`config.mk`:
```
export PLATFORM = sky130hd
export DESIGN_NAME = seq_det_ctrl_flat
export DESIGN_NICKNAME = d
export VERILOG_FILES = /design/src/rtl/seq_det_ctrl_if.sv /design/src/rtl/seq_det_ctrl.sv /design/src/flat_wrapper.sv
export SDC_FILE = /design/constraint.sdc
export NUM_CORES = 1
export LEC_CHECK = 0
export ABC_AREA = 1
export BUFFER_PORTS_ARGS = -buffer_cell sky130_fd_sc_hd__buf_4
export CAP_MARGIN = 20
export CORE_MARGIN = 1
export CORE_UTILIZATION = 56
export DETAILED_ROUTE_END_ITERATION = 7
export PLACE_DENSITY_LB_ADDON = 0.25
export RECOVER_POWER = 25
export SKIP_LAST_GASP = 1
export SYNTH_ARGS = -nofsm -noshare
export SYNTH_HDL_FRONTEND = slang
export SYNTH_SLANG_ARGS = --single-unit
```
`constraint.sdc`:
```
create_clock -name clk -period 2.95 [get_ports clk]
set_input_delay 0.1475 -clock clk [delete_from_list [all_inputs] [get_ports clk]]
set_output_delay 0.1475 -clock clk [all_outputs]
set_load 0.05 [all_outputs]
```
`src/rtl/seq_det_ctrl_if.sv`:
```
// Bus bundle for the programmable sequence-detection controller: config port,
// session control, qualified serial input and match/status outputs.
interface seq_det_ctrl_if #(
  parameter int PAT_W = 8,
  parameter int LEN_W = 4,
  parameter int CNT_W = 8
);
  logic             cfg_we;
  logic [PAT_W-1:0] cfg_pattern;
  logic [LEN_W-1:0] cfg_len;
  logic             cfg_overlap;
  logic [CNT_W-1:0] cfg_limit;
  logic             cfg_err;
  logic             start;
  logic             stop;
  logic             xin;
  logic             xin_valid;
  logic             y;
  logic             busy;
  logic             done;
  logic [CNT_W-1:0] match_count;

  // Host / serial source side
  modport master (
    output cfg_we, cfg_pattern, cfg_len, cfg_overlap, cfg_limit,
    output start, stop, xin, xin_valid,
    input  cfg_err, y, busy, done, match_count
  );

  // Detector side
  modport slave (
    input  cfg_we, cfg_pattern, cfg_len, cfg_overlap, cfg_limit,
    input  start, stop, xin, xin_valid,
    output cfg_err, y, busy, done, match_count
  );
endinterface

```
`src/rtl/seq_det_ctrl.sv`:
```
// Programmable serial sequence detector with IDLE/SCAN/DONE session control,
// run-time pattern/length/overlap/limit configuration and a saturating match counter.
module seq_det_ctrl #(
  parameter int               PAT_W       = 8,
  parameter int               LEN_W       = 4,
  parameter int               CNT_W       = 8,
  parameter logic [PAT_W-1:0] DEF_PATTERN = PAT_W'(3'b110),
  parameter logic [LEN_W-1:0] DEF_LEN     = LEN_W'(3)
) (
  input  logic             clk,
  input  logic             reset,
  seq_det_ctrl_if.slave    bus
);

  localparam logic [1:0] S_IDLE = 2'd0;
  localparam logic [1:0] S_SCAN = 2'd1;
  localparam logic [1:0] S_DONE = 2'd2;

  localparam logic [LEN_W-1:0] PAT_LEN = LEN_W'(PAT_W);

  function automatic logic [PAT_W-1:0] len_mask(input logic [LEN_W-1:0] len);
    logic [PAT_W-1:0] m;
    for (int i = 0; i < PAT_W; i++) begin
      m[i] = (i < int'(len));
    end
    return m;
  endfunction

  function automatic logic [CNT_W-1:0] sat_inc(input logic [CNT_W-1:0] c);
    return (&c) ? c : c + CNT_W'(1);
  endfunction

  logic [1:0]       state_q, state_nxt;
  logic [PAT_W-1:0] pat_q;
  logic [LEN_W-1:0] len_q;
  logic             ovl_q;
  logic [CNT_W-1:0] lim_q;
  logic [PAT_W-1:0] hist_q;
  logic [LEN_W-1:0] fill_q;
  logic [CNT_W-1:0] cnt_q;
  logic             y_q;
  logic             cfg_err_q;

  logic             scanning;
  logic             restart;
  logic             scan_bit;
  logic [PAT_W-1:0] hist_nxt;
  logic [LEN_W-1:0] fill_inc;
  logic             hit;
  logic [CNT_W-1:0] cnt_inc;
  logic             lim_hit;
  logic             len_legal;
  logic             cfg_ok;

  assign scanning  = (state_q == S_SCAN);
  assign restart   = bus.start && !scanning;
  // stop beats a coincident valid bit: that bit is dropped and cannot match
  assign scan_bit  = scanning && bus.xin_valid && !bus.stop;
  assign hist_nxt  = {hist_q[PAT_W-2:0], bus.xin};
  assign fill_inc  = (fill_q == PAT_LEN) ? fill_q : fill_q + LEN_W'(1);
  assign hit       = scan_bit && (fill_inc >= len_q) &&
                     (((hist_nxt ^ pat_q) & len_mask(len_q)) == '0);
  assign cnt_inc   = sat_inc(cnt_q);
  assign lim_hit   = hit && (lim_q != '0) && (cnt_inc == lim_q);
  assign len_legal = (bus.cfg_len != '0) && (bus.cfg_len <= PAT_LEN);
  assign cfg_ok    = bus.cfg_we && !scanning && len_legal;

  always_comb begin
    state_nxt = state_q;
    case (state_q)
      S_IDLE:  if (bus.start) state_nxt = S_SCAN;
      S_SCAN:  if (bus.stop || lim_hit) state_nxt = S_DONE;
      S_DONE:  if (bus.start) state_nxt = S_SCAN;
      default: state_nxt = S_IDLE;
    endcase
  end

  always_ff @(posedge clk) begin
    if (reset) begin
      state_q   <= S_IDLE;
      pat_q     <= DEF_PATTERN;
      len_q     <= DEF_LEN;
      ovl_q     <= 1'b1;
      lim_q     <= '0;
      hist_q    <= '0;
      fill_q    <= '0;
      cnt_q     <= '0;
      y_q       <= 1'b0;
      cfg_err_q <= 1'b0;
    end else begin
      state_q   <= state_nxt;
      y_q       <= hit;
      cfg_err_q <= bus.cfg_we && !cfg_ok;

      if (cfg_ok) begin
        pat_q <= bus.cfg_pattern;
        len_q <= bus.cfg_len;
        ovl_q <= bus.cfg_overlap;
        lim_q <= bus.cfg_limit;
      end

      // Non-overlapping mode restarts the fill so the next match needs len fresh bits
      if (restart) begin
        hist_q <= '0;
        fill_q <= '0;
        cnt_q  <= '0;
      end else if (hit) begin
        hist_q <= hist_nxt;
        fill_q <= ovl_q ? fill_inc : '0;
        cnt_q  <= cnt_inc;
      end else if (scan_bit) begin
        hist_q <= hist_nxt;
        fill_q <= fill_inc;
      end
    end
  end

  assign bus.y           = y_q;
  assign bus.cfg_err     = cfg_err_q;
  assign bus.busy        = (state_q == S_SCAN);
  assign bus.done        = (state_q == S_DONE);
  assign bus.match_count = cnt_q;

endmodule

```
`src/flat_wrapper.sv`:
```
// flat-port wrapper written by rule: the top's interface ports become plain ports
module seq_det_ctrl_flat 
#(
  parameter int               PAT_W       = 8,
  parameter int               LEN_W       = 4,
  parameter int               CNT_W       = 8,
  parameter logic [PAT_W-1:0] DEF_PATTERN = PAT_W'(3'b110),
  parameter logic [LEN_W-1:0] DEF_LEN     = LEN_W'(3)
)
  (clk, reset, bus_cfg_we, bus_cfg_pattern, bus_cfg_len, bus_cfg_overlap, bus_cfg_limit, bus_start, bus_stop, bus_xin, bus_xin_valid, bus_cfg_err, bus_y, bus_busy, bus_done, bus_match_count);
  seq_det_ctrl_if #(.PAT_W(PAT_W), .LEN_W(LEN_W), .CNT_W(CNT_W)) bus_i ();
  input  logic clk;
  input  logic reset;
  input wire logic [$bits(bus_i.cfg_we)-1:0] bus_cfg_we;
  input wire logic [$bits(bus_i.cfg_pattern)-1:0] bus_cfg_pattern;
  input wire logic [$bits(bus_i.cfg_len)-1:0] bus_cfg_len;
  input wire logic [$bits(bus_i.cfg_overlap)-1:0] bus_cfg_overlap;
  input wire logic [$bits(bus_i.cfg_limit)-1:0] bus_cfg_limit;
  input wire logic [$bits(bus_i.start)-1:0] bus_start;
  input wire logic [$bits(bus_i.stop)-1:0] bus_stop;
  input wire logic [$bits(bus_i.xin)-1:0] bus_xin;
  input wire logic [$bits(bus_i.xin_valid)-1:0] bus_xin_valid;
  output wire logic [$bits(bus_i.cfg_err)-1:0] bus_cfg_err;
  output wire logic [$bits(bus_i.y)-1:0] bus_y;
  output wire logic [$bits(bus_i.busy)-1:0] bus_busy;
  output wire logic [$bits(bus_i.done)-1:0] bus_done;
  output wire logic [$bits(bus_i.match_count)-1:0] bus_match_count;
  assign bus_i.cfg_we = bus_cfg_we;
  assign bus_i.cfg_pattern = bus_cfg_pattern;
  assign bus_i.cfg_len = bus_cfg_len;
  assign bus_i.cfg_overlap = bus_cfg_overlap;
  assign bus_i.cfg_limit = bus_cfg_limit;
  assign bus_i.start = bus_start;
  assign bus_i.stop = bus_stop;
  assign bus_i.xin = bus_xin;
  assign bus_i.xin_valid = bus_xin_valid;
  assign bus_cfg_err = bus_i.cfg_err;
  assign bus_y = bus_i.y;
  assign bus_busy = bus_i.busy;
  assign bus_done = bus_i.done;
  assign bus_match_count = bus_i.match_count;
  seq_det_ctrl #(.PAT_W(PAT_W), .LEN_W(LEN_W), .CNT_W(CNT_W), .DEF_PATTERN(DEF_PATTERN), .DEF_LEN(DEF_LEN)) u_core (.clk(clk), .reset(reset), .bus(bus_i));
endmodule
```
==> results of run 1 <==
-- cell usage after synthesis --
library cell	instances	share of area, %
nand4_1	5	1.3
xor2_1	6	2.2
ha_1	7	3.7
inv_1	45	7.1
o21bai_1	1	0.31
o211ai_1	1	0.31
a21oi_2	1	0.37
nor2_1	34	5.3
or2_2	2	0.52
nor2_8	1	0.84
nand3_1	38	8.0
clkbuf_2	1	0.21
buf_6	1	0.47
dfxtp_1	44	37
a21oi_1	26	5.4
a31oi_1	4	1.0
clkbuf_1	8	1.3
clkinv_2	1	0.21
nand2_1	77	12
o21ai_0	39	8.2
xnor2_1	3	1.1
nor2_4	3	1.4
nor3_1	2	0.42
nand2_4	2	0.94
buf_2	2	0.42
-- logic make-up after synthesis --
logic type / after synthesis / synth area share [%]
AND/OR/NAND/NOR: 164 / 30.9
adder cells (fa/ha/maj): 7 / 3.67
flip-flops: 44 / 36.9
AO/OA/AOI/OAI: 72 / 15.7
XOR/XNOR: 9 / 3.30
buffers and inverters: 58 / 9.64
-- power breakdown --
group          internal (uW)  switching (uW)  total (uW)
registers                622            20.7         643
clock network            169             203         372
logic                   73.2             106         179
-- how the worst max path moves through the flow --
stage,cells after the start,slack [ps],to
final,18,290,u_core.fill_q[0]
after global routing,18,3,u_core.fill_q[1]
after detailed placement,18,380,u_core.fill_q[0]
after global placement,15,490,u_core.fill_q[1]
after CTS,18,290,u_core.fill_q[0]
after floorplan,16,840,u_core.bus.match_count[1]
-- final cells by class --
cell class	instances	area share, %
clock inverters	1	0.321
flip-flops and latches	44	32.2
clock buffers	7	2.79
repair buffers	40	9.21
well taps	50	2.29
multi-input cells	252	46.8
inverters	46	6.37
-- per-stage QoR --
step | cell area, sq um | util [%]
2_1_floorplan | 2390 | -
4_1_cts | 2780 | 68.5
3_5_place_dp | 2700 | 66.4
6_report | 2730 | 67.3
3_3_place_gp | 2700 | 66.4
5_1_grt | 2730 | 67.3
-- critical path, stage by stage, from the launching register on --
cell and delay, ps:
dfxtp_1 340, inv_1 90, ha_1 140, nand2_1 50, nor2_1 160, xor2_1 230
inv_1 80, ha_1 180, inv_1 70, nand2_1 60, nand2_1 60, nand2_1 60
nand3_1 60, nand2_1 50, inv_1 60, nand3_1 290, or2_2 440, nand2_1 70
a21oi_1 60
-- sequential cells by signal (all words and copies together) (netlist names) --
signal                  flops
u_core.ovl_q                1
u_core.fill_q               4
u_core.lim_q                8
u_core.bus.match_count      8
u_core.pat_q                8
u_core.bus.y                1
u_core.state_q              2
u_core.hist_q               7
u_core.bus.cfg_err          1
u_core.len_q                4
-- metal layers --
metal,routed length (microns),part of all wire [%]
met1,2640,49
met3,377,7.1
met5,0,0
met4,78,1.5
met2,2240,42
==> flow_metrics.env, run 1 <==
export IMPL_outcome="complete, no violations"
export IMPL_crit_path_end_kind="flip-flop"
export IMPL_avgSynthCellArea_sq_um=6.75
export IMPL_maxSlewHeadroom_pct=32.7
export IMPL_die_h_microns=67.3
export IMPL_via_count=2337
export IMPL_post_cts_setup_buffers=0
export IMPL_timing_fmax_mhz=376
export IMPL_cts_root_buffer="clkbuf_8"
export IMPL_peakVddDrop_mv=0.317
export IMPL_finalHoldViolCount=0
export IMPL_cts_hold_fix_buffers=0
export IMPL_synth_cell_types=25
export IMPL_ant_nets=0
export IMPL_total_power_uw=1190
export IMPL_grt_busiest_layer="met1"
export IMPL_seq_area_sq_um=881
export IMPL_ys_ff_latch=44
export IMPL_yosysWarnings=0
export IMPL_placed_cells=432
export IMPL_firstDrtPassIters=5
export IMPL_p_leak_uw=0.00132
export IMPL_drc=0
export IMPL_min_to="u_core.state_q[1]"
export IMPL_mostFrequentLayoutCells="nand2_1 (77), inv_1 (45), dfxtp_1 (44), o21ai_0 (39), nand3_1 (38)"
export IMPL_clock_latency_ps=300
export IMPL_rows=23
export IMPL_drt_initial_drc_count=264
export IMPL_syn_to_final_growth_pct=14.4
export IMPL_antenna_found_initial=0
export IMPL_cellPowerDensity_nw_per_um2=437
export IMPL_crit_path_start_kind="flip-flop"
export IMPL_grt_overflow_total=0
export IMPL_crit_arrival_ps=2850
export IMPL_cp_max_fo=12
export IMPL_min_path_cells=2
export IMPL_grt_use_met1_pct=38.3
export IMPL_worstHoldStart="reset"
export IMPL_die_x_microns=67.3
export IMPL_final_common_cell="nand2_1"
export IMPL_dp_slack_ps=382
export IMPL_fill_cells=384
export IMPL_period_share_pct=90.3
export IMPL_required_ps=3140
export IMPL_core_sq_um=4060
export IMPL_dp_hpwl_microns=3940
export IMPL_period_needed_ps=2660
export IMPL_syn_inst=354
export IMPL_fin_nets=424
export IMPL_io_pins=40
export IMPL_hold_path_class="primary input to flip-flop"
export IMPL_portBuffers=39
export IMPL_grt_pass1_wl_microns=8710
export IMPL_regToRegEndpoint="u_core.fill_q[0]"
export IMPL_drive_gt1_share_pct=11.0
export IMPL_finalSetupTns_ps=0
export IMPL_grt_pass1_vias=1871
export IMPL_clk_pin_slew_ps=80
export IMPL_clk_path_buf_depth=2
export IMPL_diodes=0
export IMPL_instances_no_fill=440
export IMPL_crit_type="flip-flop to flip-flop"
export IMPL_synth_fp_nets=389
export IMPL_clock_sinks=44
export IMPL_setup_viol=0
export IMPL_globalplace_congestion=0.885
export IMPL_die_area_sq_um=4530
export IMPL_wl_per_cell_microns=12.1
export IMPL_report_final_slew_viol_count=0
export IMPL_setup_ws_ps=287
export IMPL_startpoint="u_core.fill_q[0]"
export IMPL_start_util_pct=58.9
export IMPL_multi_input_area_sq_um=1280
export IMPL_grtUsageMet2_pct=36.3
export IMPL_skew_ps=6.50
export IMPL_grt_max_degree=30
export IMPL_reg2reg_from="u_core.fill_q[0]"
export IMPL_yosysSeqAreaShare_pct=36.9
export IMPL_h_tree_depth=2
export IMPL_cts_tree="done"
export IMPL_grt_met3_usage_pct=5.07
export IMPL_drv_cap=0
export IMPL_ctsResizeCount=0
export IMPL_synth_area_sq_um=2390
export IMPL_reg2reg_setup_slack_ps=290
export IMPL_worst_pin_slew_ps=1010
export IMPL_avgViaCountPerCell=5.31
export IMPL_fin_worst_hold_slack_ps=27.2
export IMPL_grt_use_total_pct=25.8
export IMPL_r2r_cells=18
export IMPL_rsz0062_at_grt="false"
export IMPL_finalWirelength_microns=5340
export IMPL_cts_buffers=5
Note: power is estimated with default switching activity, not from simulation.
==> run 2: changes to the inputs <==
- CELL_PAD_IN_SITES_DETAIL_PLACEMENT: not set -> 0
- CELL_PAD_IN_SITES_GLOBAL_PLACEMENT: not set -> 1
- CORE_UTILIZATION: 56 -> 39
==> flow_metrics.env, run 2 (synthesis gave the netlist of run 1 again) <==
export IMPL_seq_power_share_pct=54.6
export IMPL_skew_ps=7.19
export IMPL_crit_arrival_ps=2770
export IMPL_worstSetupEndpoint="u_core.fill_q[2]"
export IMPL_setup_ws_ps=366
export IMPL_die_area_sq_um=6440
export IMPL_portBuffers=39
export IMPL_clkPwrFrac_pct=30.4
export IMPL_dp_hpwl_microns=4180
export IMPL_dp_slack_ps=356
export IMPL_io_pins=40
export IMPL_crit_path_end_kind="flip-flop"
export IMPL_firstDrtPassIters=4
export IMPL_clk_pin_slew_ps=80
export IMPL_finalWirelength_microns=5430
export IMPL_drt_initial_drc_count=114
export IMPL_syn_to_final_growth_pct=15.0
export IMPL_diodes=0
export IMPL_ant_nets=0
export IMPL_cp_num_buf_inv=3
export IMPL_post_cts_setup_buffers=0
export IMPL_cellPowerDensity_nw_per_um2=427
export IMPL_globalplace_congestion=0.825
export IMPL_cts_root_buffer="clkbuf_8"
export IMPL_avgViaCountPerCell=4.76
export IMPL_cp_max_fo=12
export IMPL_critPathMaxStageDelay_ps=450
export IMPL_antenna_found_initial=0
export IMPL_mostFrequentLayoutCells="nand2_1 (77), inv_1 (45), dfxtp_1 (44), o21ai_0 (39), nand3_1 (38)"
export IMPL_required_ps=3130
export IMPL_rsz0062_at_grt="false"
export IMPL_cp_cell_sequence="inv_1 -> ha_1 -> nand2_1 -> nor2_1 -> xor2_1 -> inv_1 -> ha_1 -> nand3_1 -> nand3_1 -> nand2_1 -> inv_1 -> nand3_1 -> or2_2 -> nand2_1 -> a21oi_1"
export IMPL_hold_path_class="primary input to flip-flop"
export IMPL_outcome="complete, no violations"
export IMPL_crit_path_start_kind="flip-flop"
export IMPL_switching_power_uw=319
export IMPL_grt_overflow_total=0
export IMPL_drv_cap=0
export IMPL_finalSetupTns_ps=0
export IMPL_intPower_uw=856
export IMPL_cpLargestDelayFamily="simple AND/OR/NAND/NOR gates"
export IMPL_period_needed_ps=2580
export IMPL_power_share_switching_pct=27.2
export IMPL_startpoint="u_core.fill_q[0]"
export IMPL_finalHoldViolCount=0
export IMPL_ctsResizeCount=0
export IMPL_grt_pass1_wl_microns=8980
export IMPL_total_power_uw=1170
export IMPL_cts_buffers=5
export IMPL_fin_util_pct=46.4
export IMPL_final_common_cell="nand2_1"
export IMPL_setup_viol=0
export IMPL_start_util_pct=40.3
export IMPL_h_tree_depth=2
export IMPL_r2r_cells=15
export IMPL_clk_path_buf_depth=2
export IMPL_cts_hold_fix_buffers=0
export IMPL_drc=0
export IMPL_regToRegEndpoint="u_core.fill_q[2]"
export IMPL_fin_nets=424
export IMPL_min_path_cells=2
export IMPL_peakVddDrop_mv=0.221
export IMPL_reg2reg_from="u_core.fill_q[0]"
export IMPL_die_h_microns=80.3
export IMPL_period_share_pct=87.6
export IMPL_wl_per_cell_microns=11.7
export IMPL_grt_use_total_pct=18.1
export IMPL_timing_fmax_mhz=387
export IMPL_core_sq_um=5920
export IMPL_maxSlewHeadroom_pct=33.6
export IMPL_drive_gt1_share_pct=10.8
export IMPL_crit_type="flip-flop to flip-flop"
export IMPL_report_final_slew_viol_count=0
export IMPL_p_leak_uw=0.00132
export IMPL_reg2reg_setup_slack_ps=370
export IMPL_comb_power_share_pct=15.0
export IMPL_clock_latency_ps=290
export IMPL_grt_pass1_vias=1889
export IMPL_via_count=2209
export IMPL_rows=28
export IMPL_worst_pin_slew_ps=997
export IMPL_die_x_microns=80.3
export IMPL_crit_slowest_cell="or2_2"
export IMPL_crit_cells=15
export IMPL_cts_tree="done"
export IMPL_grt_max_degree=30
export IMPL_clock_sinks=44
[run 2: cell types whose count changed in the layout (fill, tap and decap cells not counted)]
| cell | previous run | this run |
|---|---|---|
| nor2_1 | 34 | 35 |
| clkbuf_1 | 15 | 14 |
| clkinv_2 | 1 | 2 |
| clkinv_4 | 1 | 0 |
| nor2_4 | 3 | 2 |
[run 2: stage by stage]
stage                     cell area (sq um)  std cells  hold slack (ps)
after floorplan                        2390        354              210
after global placement                 2730        457              347
after detailed placement               2730        457              344
after CTS                              2800        464             21.7
after global routing                   2750        464             28.9
final                                  2750        464             30.4
[run 2: worst min path at each step]
stage,startpoint,to,slack (ps)
floorplan,reset,u_core.state_q[1],210
global placement,bus_cfg_overlap,u_core.ovl_q,350
detailed placement,reset,u_core.state_q[1],340
CTS,reset,u_core.state_q[1],20
global route,reset,u_core.state_q[1],30
finish,reset,u_core.state_q[1],30
[run 2: routing by layer]
layer | GRT usage, % | wire length (microns)
met1 | 27.9 | 3010
met2 | 24.7 | 2050
met3 | 3.86 | 307
met4 | 4.82 | 61
met5 | 0 | 0
[run 2: area by class of cell]
cell class / count / area (sq um)
Clock buffer: 6 / 72.6
Timing Repair Buffer: 40 / 251
Sequential cell: 44 / 881
Tap cell: 75 / 93.8
Multi-Input combinational cell: 252 / 1270
Fill cell: 637 / 3170
Clock inverter: 1 / 5.00
Inverter: 46 / 174
[run 2: power groups by stage]
stage	registers (uW)	clock network, uW	logic [uW]
after floorplan	653	0	121
after global placement	655	0	181
after detailed placement	656	0	181
after CTS	642	369	182
after global routing	645	396	205
final	641	357	176
==> run 3: changes to the inputs <==
- CAP_MARGIN: 20 -> not set
- REMOVE_ABC_BUFFERS: not set -> 1
==> flow_metrics.env, run 3 (synthesis gave the netlist of run 1 again) <==
export IMPL_finalInstanceArea_sq_um=2770
export IMPL_crit_type="flip-flop to flip-flop"
export IMPL_die_area_sq_um=6440
export IMPL_outcome="complete, no violations"
export IMPL_timing_fmax_mhz=421
export IMPL_core_sq_um=5920
export IMPL_die_h_microns=80.3
export IMPL_die_x_microns=80.3
export IMPL_total_power_uw=1180
export IMPL_mostFrequentLayoutCells="nand2_1 (77), inv_1 (45), dfxtp_1 (44), o21ai_0 (39), nand3_1 (38)"
export IMPL_finalWirelength_microns=5350
export IMPL_peakVddDrop_mv=0.183
export IMPL_antenna_found_initial=0
export IMPL_maxSlewHeadroom_pct=24.3
export IMPL_ctsResizeCount=0
export IMPL_worst_pin_slew_ps=1140
export IMPL_crit_arrival_ps=2560
export IMPL_drive_gt1_share_pct=11.5
export IMPL_portBuffers=39
export IMPL_grt_overflow_total=0
export IMPL_clk_path_buf_depth=2
export IMPL_drc=0
export IMPL_cts_tree="done"
export IMPL_skew_ps=7.86
export IMPL_clock_sinks=44
export IMPL_avgViaCountPerCell=4.86
export IMPL_dp_hpwl_microns=4050
export IMPL_grt_max_degree=30
export IMPL_rsz0062_at_grt="false"
export IMPL_ant_nets=0
export IMPL_crit_path_end_kind="flip-flop"
export IMPL_report_final_slew_viol_count=0
export IMPL_finalHoldViolCount=0
export IMPL_finalSetupTns_ps=0
export IMPL_post_cts_setup_buffers=0
export IMPL_period_share_pct=80.5
export IMPL_via_count=2271
export IMPL_dp_slack_ps=600
export IMPL_p_leak_uw=0.00133
export IMPL_fin_nets=427
export IMPL_period_needed_ps=2380
export IMPL_cts_root_buffer="clkbuf_8"
export IMPL_setup_ws_ps=575
export IMPL_cts_buffers=5
export IMPL_grt_pass1_wl_microns=9160
export IMPL_clk_pin_slew_ps=80
export IMPL_final_common_cell="nand2_1"
export IMPL_route_layer_met1_wl_microns=2450
export IMPL_rows=28
export IMPL_grt_pass1_vias=2111
export IMPL_met3_length_microns=143
export IMPL_setup_viol=0
export IMPL_top_layer="met4"
export IMPL_drt_initial_drc_count=67
export IMPL_start_util_pct=40.3
export IMPL_cts_hold_fix_buffers=0
export IMPL_drv_cap=0
export IMPL_io_pins=40
export IMPL_globalplace_congestion=0.789
export IMPL_grt_use_total_pct=18.5
export IMPL_required_ps=3130
export IMPL_placed_area_sq_um=2750
export IMPL_clock_latency_ps=300
export IMPL_wl_per_cell_microns=11.5
export IMPL_firstDrtPassIters=5
export IMPL_hold_path_class="primary input to flip-flop"
export IMPL_cellPowerDensity_nw_per_um2=425
export IMPL_syn_to_final_growth_pct=16.0
export IMPL_h_tree_depth=2
export IMPL_diodes=0
export IMPL_cp_max_fo=12
export IMPL_crit_path_start_kind="flip-flop"
export IMPL_met2_length_microns=2690
-- run 3: cell types whose count changed in the layout (fill, tap and decap cells not counted) --
cell   previous run  this run
buf_4            27        30
-- run 3: where the power goes --
group / total (uW) / internal [uW] / leakage (uW) / switching (uW)
logic: 179 / 74.2 / 0.000930 / 105
clock network: 359 / 161 / 0.0000410 / 198
registers: 640 / 622 / 0.000359 / 18.2
total: 1180 / 857 / 0.00133 / 321
-- run 3: through the flow --
| stage | util (%) | hold WS (ps) | std cells |
|---|---|---|---|
| after floorplan | - | 210 | 342 |
| after global placement | 46.4 | 347 | 460 |
| after detailed placement | 46.4 | 349 | 460 |
| after CTS | 47.7 | 26.7 | 467 |
| after global routing | 46.8 | 24.7 | 467 |
| final | 46.8 | 33.5 | 467 |
-- run 3: layout make-up --
cell class / instances / area, sq um
sequential: 44 / 881
inverter: 46 / 174
multi-input combinational: 252 / 1270
tap: 75 / 93.8
clock inverter: 1 / 5.00
clock buffer: 6 / 72.6
fill: 646 / 3150
timing repair buffer: 43 / 274
-- run 3: worst paths after layout --
kind	start	end	slack [ps]	depth (start not counted)
max	u_core.fill_q[0]	u_core.fill_q[0]	570	16
min	reset	u_core.state_q[1]	30	2
max reg2reg	u_core.fill_q[0]	u_core.fill_q[0]	570	16
min reg2reg	u_core.hist_q[3]	u_core.hist_q[4]	490	2
-- run 3: critical path, stage by stage, from the launching register on --
cell     delay, ps
dfxtp_1        340
inv_1           90
ha_1           150
nand2_1         50
nor2_1         150
xor2_1         220
inv_1           60
ha_1           270
nand3_1         70
nand3_1         80
nand2_1         50
inv_1           50
nand3_1         60
buf_4          180
or2_2          320
nand2_1         80
a21oi_1         60
-- run 3: per-layer routing --
metal,track usage [%],up-vias
met4,5.54,0
met3,4.09,5
met5,0,-
met1,21.2,1024
li1,-,1219
met2,34.0,23
